<file path="src/rtl/uart_tx_arbiter_if.sv">
// Byte-source / uart_tx side signals of the transmit arbiter.
// master: the driver of requests and tx_busy; slave: the arbiter itself.
interface uart_tx_arbiter_if;
  logic [2:0] req;
  logic [7:0] req_data0;
  logic [7:0] req_data1;
  logic [7:0] req_data2;
  logic       tx_busy;
  logic       tx_start;
  logic [7:0] tx_data;
  logic [2:0] grant;
  logic [2:0] pending;
  logic [2:0] drop;
  logic       timeout;

  modport master (
    output req, req_data0, req_data1, req_data2, tx_busy,
    input  tx_start, tx_data, grant, pending, drop, timeout
  );

  modport slave (
    input  req, req_data0, req_data1, req_data2, tx_busy,
    output tx_start, tx_data, grant, pending, drop, timeout
  );
endinterface

</file>
<file path="src/rtl/uart_tx_arbiter.sv">
// Shares one uart_tx among three byte sources: per-channel one-deep holding
// registers feed a fixed-priority (0 > 1 > 2) issue FSM that hands one byte
// at a time to uart_tx over its tx_start/tx_busy handshake.

// One channel's holding register. A new request always wins over the
// issue-side clear, so a byte arriving on its own grant edge stays pending.
module uart_tx_arbiter_chan (
  input  logic       clock,
  input  logic       reset,
  input  logic       req,
  input  logic [7:0] data,
  input  logic       take,
  output logic       pending,
  output logic [7:0] hold,
  output logic       drop
);
  // capture, latest-wins overwrite with drop report, clear on issue
  always_ff @(posedge clock or negedge reset) begin
    if (!reset) begin
      pending <= 1'b0;
      hold    <= '0;
      drop    <= 1'b0;
    end else begin
      drop <= req && pending && !take;
      if (req) begin
        hold    <= data;
        pending <= 1'b1;
      end else if (take) begin
        pending <= 1'b0;
      end
    end
  end
endmodule

module uart_tx_arbiter #(
  parameter int BUSY_WAIT_MAX = 16
) (
  input logic              clock,
  input logic              reset,
  uart_tx_arbiter_if.slave bus
);
  localparam int NUM_CH = 3;
  localparam logic [7:0] CNT_LAST = 8'(BUSY_WAIT_MAX - 1);

  typedef enum logic [1:0] {IDLE, WAIT_HI, WAIT_LO} state_t;

  logic [NUM_CH-1:0][7:0] req_data;
  logic [NUM_CH-1:0][7:0] hold;
  logic [NUM_CH-1:0]      pend;
  logic [NUM_CH-1:0]      drop;
  logic [NUM_CH-1:0]      take;
  logic [NUM_CH-1:0]      sel_oh;
  logic [1:0]             sel_idx;

  state_t            state, state_nxt;
  logic [7:0]        cnt, cnt_nxt;
  logic              start_q, start_nxt;
  logic [NUM_CH-1:0] grant_q, grant_nxt;
  logic [7:0]        data_q, data_nxt;
  logic              tmo_q, tmo_nxt;

  assign req_data = {bus.req_data2, bus.req_data1, bus.req_data0};

  for (genvar g = 0; g < NUM_CH; g++) begin : g_ch
    uart_tx_arbiter_chan u_chan (
      .clock   (clock),
      .reset   (reset),
      .req     (bus.req[g]),
      .data    (req_data[g]),
      .take    (take[g]),
      .pending (pend[g]),
      .hold    (hold[g]),
      .drop    (drop[g])
    );
  end

  // lowest-index pending channel wins
  always_comb begin
    sel_idx = '0;
    sel_oh  = '0;
    for (int i = NUM_CH - 1; i >= 0; i--) begin
      if (pend[i]) begin
        sel_idx    = 2'(i);
        sel_oh     = '0;
        sel_oh[i]  = 1'b1;
      end
    end
  end

  // issue FSM: next state, wait counter and registered output values
  always_comb begin
    state_nxt = state;
    cnt_nxt   = cnt;
    start_nxt = 1'b0;
    grant_nxt = '0;
    data_nxt  = data_q;
    tmo_nxt   = 1'b0;
    take      = '0;
    case (state)
      IDLE: begin
        if ((|pend) && !bus.tx_busy) begin
          take      = sel_oh;
          start_nxt = 1'b1;
          grant_nxt = sel_oh;
          data_nxt  = hold[sel_idx];
          cnt_nxt   = '0;
          state_nxt = WAIT_HI;
        end
      end
      WAIT_HI: begin
        cnt_nxt = (cnt == 8'hFF) ? cnt : cnt + 8'd1;
        if (bus.tx_busy) begin
          state_nxt = WAIT_LO;
        end else if (cnt >= CNT_LAST) begin
          // uart_tx never acknowledged; the byte is abandoned
          tmo_nxt   = 1'b1;
          state_nxt = IDLE;
        end
      end
      WAIT_LO: begin
        if (!bus.tx_busy) state_nxt = IDLE;
      end
      default: state_nxt = IDLE;
    endcase
  end

  // FSM state and output registers
  always_ff @(posedge clock or negedge reset) begin
    if (!reset) begin
      state   <= IDLE;
      cnt     <= '0;
      start_q <= 1'b0;
      grant_q <= '0;
      data_q  <= '0;
      tmo_q   <= 1'b0;
    end else begin
      state   <= state_nxt;
      cnt     <= cnt_nxt;
      start_q <= start_nxt;
      grant_q <= grant_nxt;
      data_q  <= data_nxt;
      tmo_q   <= tmo_nxt;
    end
  end

  assign bus.tx_start = start_q;
  assign bus.tx_data  = data_q;
  assign bus.grant    = grant_q;
  assign bus.pending  = pend;
  assign bus.drop     = drop;
  assign bus.timeout  = tmo_q;
endmodule

</file>
<file path="src/flat_wrapper.sv">
// flat-port wrapper written by rule: the top's interface ports become plain ports
module uart_tx_arbiter_flat 
#(
  parameter int BUSY_WAIT_MAX = 16
)
  (clock, reset, bus_req, bus_req_data0, bus_req_data1, bus_req_data2, bus_tx_busy, bus_tx_start, bus_tx_data, bus_grant, bus_pending, bus_drop, bus_timeout);
  uart_tx_arbiter_if bus_i ();
  input logic clock;
  input logic reset;
  input wire logic [$bits(bus_i.req)-1:0] bus_req;
  input wire logic [$bits(bus_i.req_data0)-1:0] bus_req_data0;
  input wire logic [$bits(bus_i.req_data1)-1:0] bus_req_data1;
  input wire logic [$bits(bus_i.req_data2)-1:0] bus_req_data2;
  input wire logic [$bits(bus_i.tx_busy)-1:0] bus_tx_busy;
  output wire logic [$bits(bus_i.tx_start)-1:0] bus_tx_start;
  output wire logic [$bits(bus_i.tx_data)-1:0] bus_tx_data;
  output wire logic [$bits(bus_i.grant)-1:0] bus_grant;
  output wire logic [$bits(bus_i.pending)-1:0] bus_pending;
  output wire logic [$bits(bus_i.drop)-1:0] bus_drop;
  output wire logic [$bits(bus_i.timeout)-1:0] bus_timeout;
  assign bus_i.req = bus_req;
  assign bus_i.req_data0 = bus_req_data0;
  assign bus_i.req_data1 = bus_req_data1;
  assign bus_i.req_data2 = bus_req_data2;
  assign bus_i.tx_busy = bus_tx_busy;
  assign bus_tx_start = bus_i.tx_start;
  assign bus_tx_data = bus_i.tx_data;
  assign bus_grant = bus_i.grant;
  assign bus_pending = bus_i.pending;
  assign bus_drop = bus_i.drop;
  assign bus_timeout = bus_i.timeout;
  uart_tx_arbiter #(.BUSY_WAIT_MAX(BUSY_WAIT_MAX)) u_core (.clock(clock), .reset(reset), .bus(bus_i));
endmodule
</file>
<file path="config.mk">
export PLATFORM = sky130hd
export DESIGN_NAME = uart_tx_arbiter_flat
export DESIGN_NICKNAME = d
export VERILOG_FILES = /design/src/rtl/uart_tx_arbiter_if.sv /design/src/rtl/uart_tx_arbiter.sv /design/src/flat_wrapper.sv
export SDC_FILE = /design/constraint.sdc
export NUM_CORES = 1
export LEC_CHECK = 0
export BUFFER_PORTS_ARGS = -buffer_cell sky130_fd_sc_hd__buf_2
export CORE_ASPECT_RATIO = 0.9
export CORE_MARGIN = 8
export CORE_UTILIZATION = 49
export CTS_CLUSTER_DIAMETER = 40
export DETAILED_ROUTE_END_ITERATION = 7
export PLACE_DENSITY = 0.76
export SLEW_MARGIN = 20
export SYNTH_ARGS = -nofsm -noshare
export SYNTH_HDL_FRONTEND = slang
export SYNTH_SLANG_ARGS = --single-unit
</file>
<file path="constraint.sdc">
create_clock -name clock -period 1.8 [get_ports clock]
set_clock_uncertainty 0.1 [all_clocks]
set_input_delay 0.09 -clock clock [delete_from_list [all_inputs] [get_ports clock]]
set_output_delay 0.09 -clock clock [all_outputs]
set_load 0.02 [all_outputs]
</file>
Word level (Yosys, flattened, before mapping) --
Index checks and enable logic that the tools add are counted.
Cells by class: $lt $le $gt $ge 2, add/subtract/negate cells 1, eq/ne operators 7, reductions and logical operators 20, multiplexer cells 29
Operators by type and width (count):
- $mux W8 | 3
- $bmux W8 S2 | 1
- $pmux W8 S2 | 1
- $mux W3 | 5
- $mux W2 | 7
- $mux W1 | 11
- $add A8 B1 Y8 const B | 1
- $eq A8 B8 Y1 const B | 1
- $ge A8 B4 Y1 const B | 1
- $reduce_bool A2 Y1 | 4
- $logic_and A1 B1 Y1 | 7
- $pmux W2 S3 | 1
- $reduce_and A3 Y1 | 2
- $logic_not A1 Y1 | 4
- $ne A2 B2 Y1 const B | 2
- $lt A2 B3 Y1 const B | 1
- $ne A3 B2 Y1 const B | 1
- $reduce_or A3 Y1 | 1
- $eq A2 B1 Y1 const B | 1
- $eq A2 B2 Y1 const B | 1
- $logic_not A2 Y1 | 1
- $ne A2 B1 Y1 const B | 1
- $reduce_and A2 Y1 | 1
Word-level totals: word-level logic and storage cells 74, output and inout bits 19, register bits after elaboration 53, bits of input ports 30

Depth between registers and ports, before layout --
Gate-level depths: netlist of the first run.
depth in word-level cells 7, mapped depth 8, depth with buffers taken out 5

Modules after synthesis --
A second synthesis of the first run with hierarchy kept.
Unflattened totals: cells, all modules 190, area, all modules 2459.9 um^2
By module, submodules not included:
- uart_tx_arbiter | times used 1, cells an instance 124, area an instance 1255.0 um^2, seq. area each 575.6 um^2
- uart_tx_arbiter_chan | times used 3, cells an instance 22, area an instance 401.6 um^2, seq. area each 250.2 um^2

Worst setup path after synthesis of the first run --
OpenSTA, ideal clock, no wires.
path type register -> register, from register u_core.state[0], to register u_core.data_q[0], in the netlist u_core.bus.tx_data[0], setup time 0.125 ns, stages on the path, launching flop included 8, data required time 1.575 ns, path buffers 3, arrival 1.690 ns, slack -0.115 ns, clock period less this slack 1.915 ns, cell sequence dfrtp_1 or3_1 buf_2 or2_1 buf_6 inv_2 buf_6 mux2_2
On the way: cells in the longest elaborated chain, start to end 2
Ends and longest elaborated chain:
- from (decl) | line uart_tx_arbiter.sv:55 | state_t state, state_nxt;
- from (signal assigned) | line uart_tx_arbiter.sv:137 | state <= state_nxt;
- $logic_not A2 Y1 | line uart_tx_arbiter.sv:99 | case (state)
- $reduce_and A2 Y1 (no line)
- to (signal assigned) | line uart_tx_arbiter.sv:141 | data_q <= data_nxt;
- to (decl) | line uart_tx_arbiter.sv:59 | logic [7:0] data_q, data_nxt;
No other way between the ends. A chain may end at the register's enable or synchronous reset.

Worst setup path after layout of the first run --
from register u_core.cnt[1], to register u_core.cnt[5]
On the way: cells in the longest elaborated chain, start to end 3, elaborated cells on any way between the ends 6, those cells by class 1 x add/sub; 2 x eq/ne; 2 x mux; 1 x reduce/logical
Ends and longest elaborated chain:
- from (decl) | line uart_tx_arbiter.sv:56 | logic [7:0] cnt, cnt_nxt;
- from (signal assigned) | line uart_tx_arbiter.sv:138 | cnt <= cnt_nxt;
- $add A8 B1 Y8 or $eq A8 B8 Y1 (tied branches) | line uart_tx_arbiter.sv:111 | cnt_nxt = (cnt == 8'hFF) ? cnt : cnt + 8'd1;
- $mux W8 or $ne A2 B2 Y1 (tied branches)
- $pmux W8 S2 or $reduce_and A3 Y1 (tied branches)
Parallel ways exist; a longest one is shown, timed or not. The select of a mux whose other input is x is not followed.

==> results_dict.tcl, run 1 <==
set metrics [dict create \
    outcome "completed" \
    drc 0 \
    place_area_mm2 0.00271 \
    clockBufferDepth 2 \
    grt_max_degree 33 \
    hp-class "in -> reg" \
    fin_util_pct 65.0 \
    yosysTopAreaCell "dfrtp_1" \
    fmax_ghz 0.578 \
    critPathTopFamily "flip-flops" \
    synth_mux_area_share_pct 15.2 \
    total_power_mw 3.54 \
    synthXorXnorAreaFrac_pct 0 \
    synthFlopType "dfrtp_1" \
    netlist_top_cells_count "53 x dfrtp_1, 32 x mux2_2, 17 x o21ai_0, 13 x a21oi_1, 11 x nor2b_1" \
    vias 1844 \
    finalNetCount 316 \
    grt_usage_pct 16.4 \
    dr.pass1.iters 4 \
    syn2layout_area_growth_pct 29.7 \
    maxSlewViolCount 0 \
    synth_area_leaders "dfrtp_1 56%, mux2_2 15%, o21ai_0 3.6%, nor2b_1 2.9%, a21oi_1 2.7%" \
    coreArea_mm2 0.00474 \
    die_height_um 82.1 \
    ant_nets 0 \
    synth_edf_count 0 \
    whs_ns 0.0205 \
    antenna_found_initial 0 \
    maxSlewHeadroom_pct 63.6 \
    dp_hpwl_um 3790 \
    ys_types 32 \
    startpoint_type "flip-flop" \
    vias_per_cell 5.25 \
    pin_count 49 \
    cp_max_fo 4 \
    synth-seq-cells 53 \
    synth_fp_nets 239 \
    tritoncts.num_buffers 5 \
    cts.clk_slew.worst_paths_ns 0.09 \
    finalHoldViolCount 0 \
    routabilityCongestion 0.826 \
    grt_pass1_wl_um 8980 \
    yosys.area_share.simple_pct 10.4 \
    gr-total-overflow 0 \
    setup_viol 0 \
    cts_max_level 2 \
    worst_pin_slew_ns 0.545 \
    max_stage_delay_ns 0.41 \
    worstPathCellList "ha_1, and3_4, a31oi_4, mux2_2, a21o_1" \
    worst-path-buf-inv 0 \
    grt_pass1_vias 1814 \
    post-synth-top-count-cell "dfrtp_1" \
    syn_inst 208 \
    placementRows 24 \
    wl_per_cell_um 15.4 \
    cap_violations 0 \
    drive_gt1_share_pct 36.4 \
    die_x_um 89.4 \
    fill_cells 394 \
    arrival_ns 1.83 \
    drt_wl_total_um 5390 \
    clockRootBuffer "clkbuf_8" \
    drtIter0Drc 133 \
    n_antenna_cell 0 \
    p_leak_nw 1.40 \
    layout_setup_ws_ns 0.0699 \
    ys.warnings.count 0 \
    cts_tree "done" \
    synth_compound_area_share_pct 12.5 \
    worstSkewPairLatency_ns 0.30 \
    die_area_mm2 0.00734 \
    critPathCaptureType "flip-flop" \
    path_class "reg -> reg" \
    cpMaxStageDelayCell "dfrtp_1" \
    synth_area_per_cell_um2 11.4 \
    cts_sinks 53 \
    ir_worst_vdd_mv 0.569 \
    synth_adder_area_share_pct 0.527 \
    async_flop_share_pct 100 \
    yosysSeqAreaShare_pct 55.8 \
    yosysTopAreaCellShare_pct 55.8 \
    synth_area_mm2 0.00238 \
    cp.required_ns 1.90 \
    postLayoutCellArea_mm2 0.00308 \
    dpl_worst_slack_ns -0.0423 \
    initial_core_util_pct 50.1 \
    period_share_pct 96.1 \
    portBuffers 48 \
    synth_top_family_by_area "multiplexers" \
    power.density_mw_per_mm2 1150 \
    fin_crit_ns 1.73 \
]
==> metrics by stage <==
stage          instances  TNS (ns)
6_report             351         0
3_3_place_gp         316         0
4_1_cts              351         0
5_1_grt              351  -0.00602
3_5_place_dp         316    -0.226
2_1_floorplan        208    -0.847
==> cell families (layout without fill, tap and decap cells) <==
family / count (synthesis) / in the layout
compound gates: 50 / 50
fa+ha+maj: 1 / 1
buf+inv: 25 / 103
flops: 53 / 53
mux: 32 / 32
simple gates: 47 / 47
==> worst min-delay path: stages <==
cell and delay [ns]:
buf_2 0.17, inv_1 0.09, nor2_1 0.04
==> final timing paths <==
kind	startpoint	endpoint	slack (ns)	cells past startpoint
setup / recovery	u_core.cnt[1]$_DFFE_PN0P_	u_core.cnt[5]$_DFFE_PN0P_	0.07	5
setup reg to reg	u_core.cnt[1]$_DFFE_PN0P_	u_core.cnt[5]$_DFFE_PN0P_	0.07	5
max in group asynchronous	reset	u_core.g_ch[2].u_chan.hold[7]$_DFFE_PN0P_	0.86	3
hold / removal	bus_req[2]	u_core.g_ch[2].u_chan.drop$_DFF_PN0_	0.02	3
hold reg to reg	u_core.bus.tx_data[5]$_DFFE_PN0P_	u_core.bus.tx_data[5]$_DFFE_PN0P_	0.40	2
min in group asynchronous	reset	u_core.cnt[4]$_DFFE_PN0P_	0.19	2
==> routing by layer <==
layer | part of all wire, % | vias up | track usage [%]
li1 | - | 887 | -
met1 | 42 | 877 | 20.5
met2 | 48 | 69 | 25.7
met3 | 7.6 | 11 | 5.00
met4 | 2.4 | 0 | 7.30
met5 | 0 | - | 0
==> timing repair <==
item | in CTS | in global routing
pin swaps | 0 | 1
setup buffers | 1 | 0
hold buffers | 26 | 0
resized for setup | 2 | 5
hold endpoints to repair | 48 | 0
setup endpoints to repair | 7 | 9
==> cell type report <==
cell class	count	area, um2	share of cell area, %
Inverter	7	31.3	1.02
Timing Repair Buffer	88	618	20.1
Clock buffer	8	80.1	2.60
Sequential cell	53	1330	43.0
Multi-Input combinational cell	130	945	30.7
Tap cell	65	81.3	2.64
==> placed cells by master (no fill, tap or decap), drive strengths merged, types with 4 or more instances in the layout <==
cell / instances
dfrtp: 53
nor2: 7
clkbuf: 8
o21ai: 18
a21oi: 13
nor2b: 11
buf: 62
dlygate4sd3: 26
a22oi: 7
nand3: 4
nand2: 9
mux2: 32
inv: 7
nor3: 4
==> sequential cells by signal, indices dropped and copies added (netlist names) <==
signal / flops
u_core.bus.tx_start: 1
u_core.g_ch.u_chan.hold: 24
u_core.state: 2
u_core.cnt: 8
u_core.bus.timeout: 1
u_core.bus.grant: 3
u_core.bus.tx_data: 8
u_core.g_ch.u_chan.pending: 3
u_core.g_ch.u_chan.drop: 3
==> power breakdown <==
| part | switching, mW | internal, mW |
|---|---|---|
| logic | 0.689 | 0.602 |
| registers | 0.182 | 1.44 |
| clock network | 0.353 | 0.277 |
| total | 1.22 | 2.32 |
Note: power is estimated with default switching activity, not from simulation.
==> inputs of run 2 (changes only) <==
--- a/config.mk
+++ b/config.mk
@@ -7,11 +7,12 @@
 export LEC_CHECK = 0
 export BUFFER_PORTS_ARGS = -buffer_cell sky130_fd_sc_hd__buf_2
 export CORE_ASPECT_RATIO = 0.9
-export CORE_MARGIN = 8
+export CORE_MARGIN = 1
 export CORE_UTILIZATION = 49
 export CTS_CLUSTER_DIAMETER = 40
 export DETAILED_ROUTE_END_ITERATION = 7
 export PLACE_DENSITY = 0.76
+export SETUP_SLACK_MARGIN = 0.3
 export SLEW_MARGIN = 20
 export SYNTH_ARGS = -nofsm -noshare
 export SYNTH_HDL_FRONTEND = slang
==> results_dict.tcl, run 2 (synthesis results as in run 1) <==
set metrics [dict create \
    fmax_ghz 0.582 \
    syn2layout_area_growth_pct 34.5 \
    grt_pass1_vias 1846 \
    portBuffers 48 \
    critPathTopFamily "simple AND/OR/NAND/NOR gates" \
    placementRows 23 \
    vias_per_cell 5.42 \
    critPathCaptureType "flip-flop" \
    worst_pin_slew_ns 0.678 \
    comb_power_share_pct 39.9 \
    cts_tree "done" \
    initial_core_util_pct 52.3 \
    tritoncts.num_buffers 5 \
    drive_gt1_share_pct 40.5 \
    fill_cells 335 \
    r2r_slack_ns 0.08 \
    arrival_ns 1.81 \
    die_area_mm2 0.00513 \
    vias 1901 \
    routabilityCongestion 0.909 \
    p_leak_nw 1.45 \
    die_height_um 68.1 \
    worstPathCellList "or3_4, or2_4, clkinvlp_4, mux2_4" \
    min_path_cells 3 \
    pwr-share-clk_pct 17.0 \
    power.internal_mw 2.44 \
    largest_register "u_core.g_ch.u_chan.hold" \
    fin_util_pct 70.3 \
    worst-path-buf-inv 1 \
    whs_ns 0.0121 \
    cts_max_level 2 \
    cp.required_ns 1.90 \
    n_antenna_cell 0 \
    finalHoldViolCount 0 \
    p_seq_share_pct 43.1 \
    final_common_cell "dfrtp_1" \
    coreArea_mm2 0.00455 \
    maxSlewHeadroom_pct 54.8 \
    dr.pass1.iters 4 \
    startpoint_type "flip-flop" \
    cts_sinks 53 \
    period_share_pct 95.4 \
    worst_r2r_endpoint "u_core.bus.tx_data[7]$_DFFE_PN0P_" \
    grt_pass1_wl_um 8670 \
    largest_register_ffs 24 \
    drt_wl_total_um 5380 \
    worstSkewPairLatency_ns 0.31 \
    cap_violations 0 \
    maxSlewViolCount 0 \
    gr-total-overflow 0 \
    rsz0062_at_grt "yes" \
    min_to "u_core.g_ch[2].u_chan.drop$_DFF_PN0_" \
    worstRegToRegCells 4 \
    hp-class "in -> reg" \
    clockBufferDepth 2 \
    wl_per_cell_um 15.3 \
    path_class "reg -> reg" \
    min_from "bus_req[2]" \
    power.density_mw_per_mm2 1190 \
    r2r_start "u_core.state[0]$_DFFE_PN0P_" \
    ir_worst_vdd_mv 0.788 \
    antenna_found_initial 0 \
    grt_max_degree 30 \
    cts.clk_slew.worst_paths_ns 0.09 \
    cp_max_fo 5 \
    finalNetCount 319 \
    layout_common_cells "53 x dfrtp_1, 48 x buf_2, 26 x dlygate4sd3_1" \
    outcome "completed" \
    setup_viol 0 \
    dp_hpwl_um 3340 \
    grt_usage_pct 23.6 \
    switching_share_pct 35.5 \
    max_stage_delay_ns 0.41 \
    p_switching_mw 1.35 \
    pin_count 49 \
    cpMaxStageDelayCell "dfrtp_1" \
    drtIter0Drc 149 \
    fin_crit_ns 1.72 \
    clockRootBuffer "clkbuf_8" \
    die_x_um 75.4 \
    ant_nets 0 \
    drc 0 \
]
-- run 2: cell count changes in the layout (fill, tap and decap cells not counted), moves of 2 or more --
cell and change:
o21ai_0 -4, buf_6 +2, mux2_2 -7, o21ai_1 +4
a21oi_2 +2, mux2_4 +7, a21oi_1 -2
-- run 2: final cells by class --
| class | instances | area, um2 | share of cell area, % |
|---|---|---|---|
| clock buffers | 8 | 80.1 | 2.51 |
| inverters | 7 | 31.3 | 0.979 |
| multi-input cells | 130 | 1030 | 32.3 |
| repair inverters | 1 | 7.51 | 0.235 |
| repair buffers | 90 | 641 | 20.0 |
| flip-flops and latches | 53 | 1330 | 41.5 |
| well taps | 62 | 77.6 | 2.43 |
-- run 2: worst max path at each step --
stage / startpoint / to / slack, ns / cells past startpoint
global route: u_core.state[0]$_DFFE_PN0P_ / u_core.bus.tx_data[7]$_DFFE_PN0P_ / 0.04 / 4
CTS: u_core.state[0]$_DFFE_PN0P_ / u_core.bus.tx_data[6]$_DFFE_PN0P_ / 0.08 / 4
detailed placement: u_core.state[0]$_DFFE_PN0P_ / u_core.bus.tx_data[2]$_DFFE_PN0P_ / -0.02 / 4
finish: u_core.state[0]$_DFFE_PN0P_ / u_core.bus.tx_data[7]$_DFFE_PN0P_ / 0.08 / 4
global placement: u_core.state[0]$_DFFE_PN0P_ / u_core.bus.tx_data[4]$_DFFE_PN0P_ / 0.02 / 4
floorplan: u_core.state[0]$_DFFE_PN0P_ / u_core.bus.tx_data[0]$_DFFE_PN0P_ / -0.12 / 7
-- run 2: power groups by stage --
stage,combinational (mW),sequential [mW],clock [mW]
final,1.51,1.63,0.644
after global routing,1.65,1.66,0.702
after CTS,1.39,1.62,0.657
after detailed placement,1.19,1.63,0
after global placement,1.17,1.63,0
after floorplan,0.691,1.74,0
-- run 2: metrics by stage --
stage	instance area (um2)	TNS (ns)	setup slack, ns	power, mW	std cells
after floorplan	2380	-0.847	-0.115	2.43	208
after global placement	2700	0	0.0244	2.80	312
after detailed placement	2700	-0.135	-0.0215	2.82	312
after CTS	3130	0	0.0834	3.67	351
after global routing	3200	0	0.0422	4.01	351
final	3200	0	0.0833	3.79	351
-- run 2: repair_timing --
action                     in CTS  in global routing
gates cloned                    1                  0
hold buffers                   26                  0
pin swaps                       7                  3
gates resized for setup        15                 16
buffers inserted                4                  0
hold endpoints to repair       55                  0
setup endpoints to repair      20                 23
-- run 2: routing by layer --
metal	global-route usage, %	share of wire, %	vias to the layer above
met1	30.6	45	933
li1	-	-	890
met3	4.57	5.1	12
met4	9.03	1.7	0
met5	0	0	-
met2	39.2	48	66
-- run 2: worst register-to-register path: cells and delay by family, from the launching register on --
| family | cells | cell delay [ns] |
|---|---|---|
| simple gates | 2 | 0.67 |
| flops | 1 | 0.41 |
| mux | 1 | 0.30 |
| buf+inv | 1 | 0.14 |
==> inputs of run 3 (changes only) <==
==> constraint.sdc (replaced) <==
create_clock -name clock -period 1.5 [get_ports clock]
set_clock_uncertainty 0.1 [all_clocks]
set_input_delay 0.075 -clock clock [delete_from_list [all_inputs] [get_ports clock]]
set_output_delay 0.075 -clock clock [all_outputs]
set_load 0.02 [all_outputs]
==> results_dict.tcl, run 3 (synthesis results as in run 1) <==
set metrics [dict create \
    initial_core_util_pct 52.3 \
    violations "setup timing" \
    rsz0062_at_grt "yes" \
    period_share_pct 114 \
    finalNetCount 342 \
    layout_setup_ws_ns -0.208 \
    dp_hpwl_um 3420 \
    finalHoldViolCount 0 \
    outcome "complete, but fails checks" \
    fmax_ghz 0.585 \
    drc 0 \
    cpMaxStageDelayCell "dfrtp_1" \
    grt_pass1_wl_um 9650 \
    path_class "reg -> reg" \
    largest_register "u_core.g_ch.u_chan.hold" \
    portBuffers 48 \
    arrival_ns 1.81 \
    cts_max_level 2 \
    power.density_mw_per_mm2 1440 \
    critPathTopFamily "simple AND/OR/NAND/NOR gates" \
    ant_nets 0 \
    dr.pass1.iters 4 \
    drt_wl_total_um 6180 \
    cts_sinks 53 \
    die_area_mm2 0.00513 \
    vias_per_cell 5.50 \
    cp_max_fo 5 \
    critPathCaptureType "flip-flop" \
    cts.clk_slew.worst_paths_ns 0.09 \
    final_common_cell "dfrtp_1" \
    grt_pass1_vias 2029 \
    cts_tree "done" \
    pin_count 49 \
    p_leak_nw 1.61 \
    fin_crit_ns 1.71 \
    n_antenna_cell 0 \
    startpoint_type "flip-flop" \
    fill_cells 295 \
    dpl_worst_slack_ns -0.310 \
    placementRows 23 \
    worst_pin_slew_ns 0.374 \
    coreArea_mm2 0.00455 \
    routabilityCongestion 0.878 \
    cp.required_ns 1.60 \
    layout_common_cells "51 x dfrtp_1, 46 x buf_2, 28 x mux2_2" \
    wl_per_cell_um 16.6 \
    drive_gt1_share_pct 49.7 \
    gr-total-overflow 0 \
    worstSkewPairLatency_ns 0.30 \
    setup_viol 23 \
    die_height_um 68.1 \
    syn2layout_area_growth_pct 47.0 \
    worstPathCellList "or3_4, or2_4, clkinvlp_4, mux2_4" \
    die_x_um 75.4 \
    maxSlewViolCount 0 \
    grt_usage_pct 25.8 \
    antenna_found_initial 0 \
    drtIter0Drc 158 \
    grt_max_degree 54 \
    max_stage_delay_ns 0.39 \
    clockBufferDepth 2 \
    maxSlewHeadroom_pct 75.0 \
    tritoncts.num_buffers 5 \
    hp-class "in -> reg" \
    worst-path-buf-inv 1 \
    largest_register_ffs 24 \
    clockRootBuffer "clkbuf_8" \
    total_power_mw 5.04 \
    ir_worst_vdd_mv 0.754 \
    vias 2046 \
    cap_violations 0 \
]
==> run 3: cell count changes in the layout (fill, tap and decap cells not counted), sizes merged <==
cell and delta:
dlygate4sd3 +1, clkinv +1, clkbuf -3, buf +22
==> run 3: path summary, 6_finish.rpt <==
| path | start | to | slack, ns | cells after the start |
|---|---|---|---|---|
| min | bus_req[1] | u_core.g_ch[1].u_chan.drop$_DFF_PN0_ | 0.05 | 3 |
| min reg2reg | u_core.bus.tx_data[1]$_DFFE_PN0P_ | u_core.bus.tx_data[1]$_DFFE_PN0P_ | 0.42 | 1 |
| min in group asynchronous | reset | u_core.g_ch[2].u_chan.hold[5]$_DFFE_PN0P_ | 0.18 | 3 |
| max reg2reg | u_core.state[0]$_DFFE_PN0P_ | u_core.bus.tx_data[4]$_DFFE_PN0P_ | -0.21 | 4 |
| max | u_core.state[0]$_DFFE_PN0P_ | u_core.bus.tx_data[4]$_DFFE_PN0P_ | -0.21 | 4 |
| max in group asynchronous | reset | u_core.g_ch[1].u_chan.pending$_DFFE_PN0P_ | 0.87 | 3 |
==> run 3: through the flow <==
step           setup TNS, ns  instances  hold WS, ns  utilization (%)  area, um2
2_1_floorplan          -4.28        208       -0.321                -       2380
3_3_place_gp           -2.88        324      -0.0130             61.3       2790
3_5_place_dp           -3.41        324      -0.0122             61.3       2790
6_report               -2.87        372       0.0545             76.8       3490
5_1_grt                -3.73        372       0.0637             76.8       3490
4_1_cts                -2.18        365       0.0332             73.7       3350
==> run 3: routing by layer <==
layer,vias to the layer above,wire length [um],track usage (%)
met1,1019,2580,31.6
met4,0,145,9.95
li1,934,-,-
met2,80,3110,45.0
met5,-,0,0
met3,13,342,5.01
==> run 3: worst reg2reg max path, stage by stage (launching register included) <==
cell and delay, ns:
dfrtp_1 0.39, or3_4 0.37, or2_4 0.28, clkinvlp_4 0.16
mux2_4 0.31
==> run 3: timing repair <==
action,4_1_cts,5_1_grt
hold buffers,27,0
gates cloned,1,0
endpoints found under the setup margin,29,31
resized for setup,35,27
pin swaps,6,7
buffers inserted,7,7
endpoints found under the hold margin,80,0
==> run 3: area by class of cell <==
cell class,instances,area (um2),share of cell area [%]
multi-input cells,130,1110,31.8
flip-flops and latches,53,1330,38.1
repair inverters,1,7.51,0.215
clock inverters,1,5.00,0.143
repair buffers,113,866,24.8
inverters,7,28.8,0.824
clock buffers,5,68.8,1.97
well taps,62,77.6,2.22
==> run 3: power breakdown <==
part	total, mW	switching [mW]	internal, mW	leakage (nW)
sequential	1.92	0.193	1.73	0.641
combinational	2.37	1.19	1.18	0.930
clock	0.746	0.437	0.308	0.0399
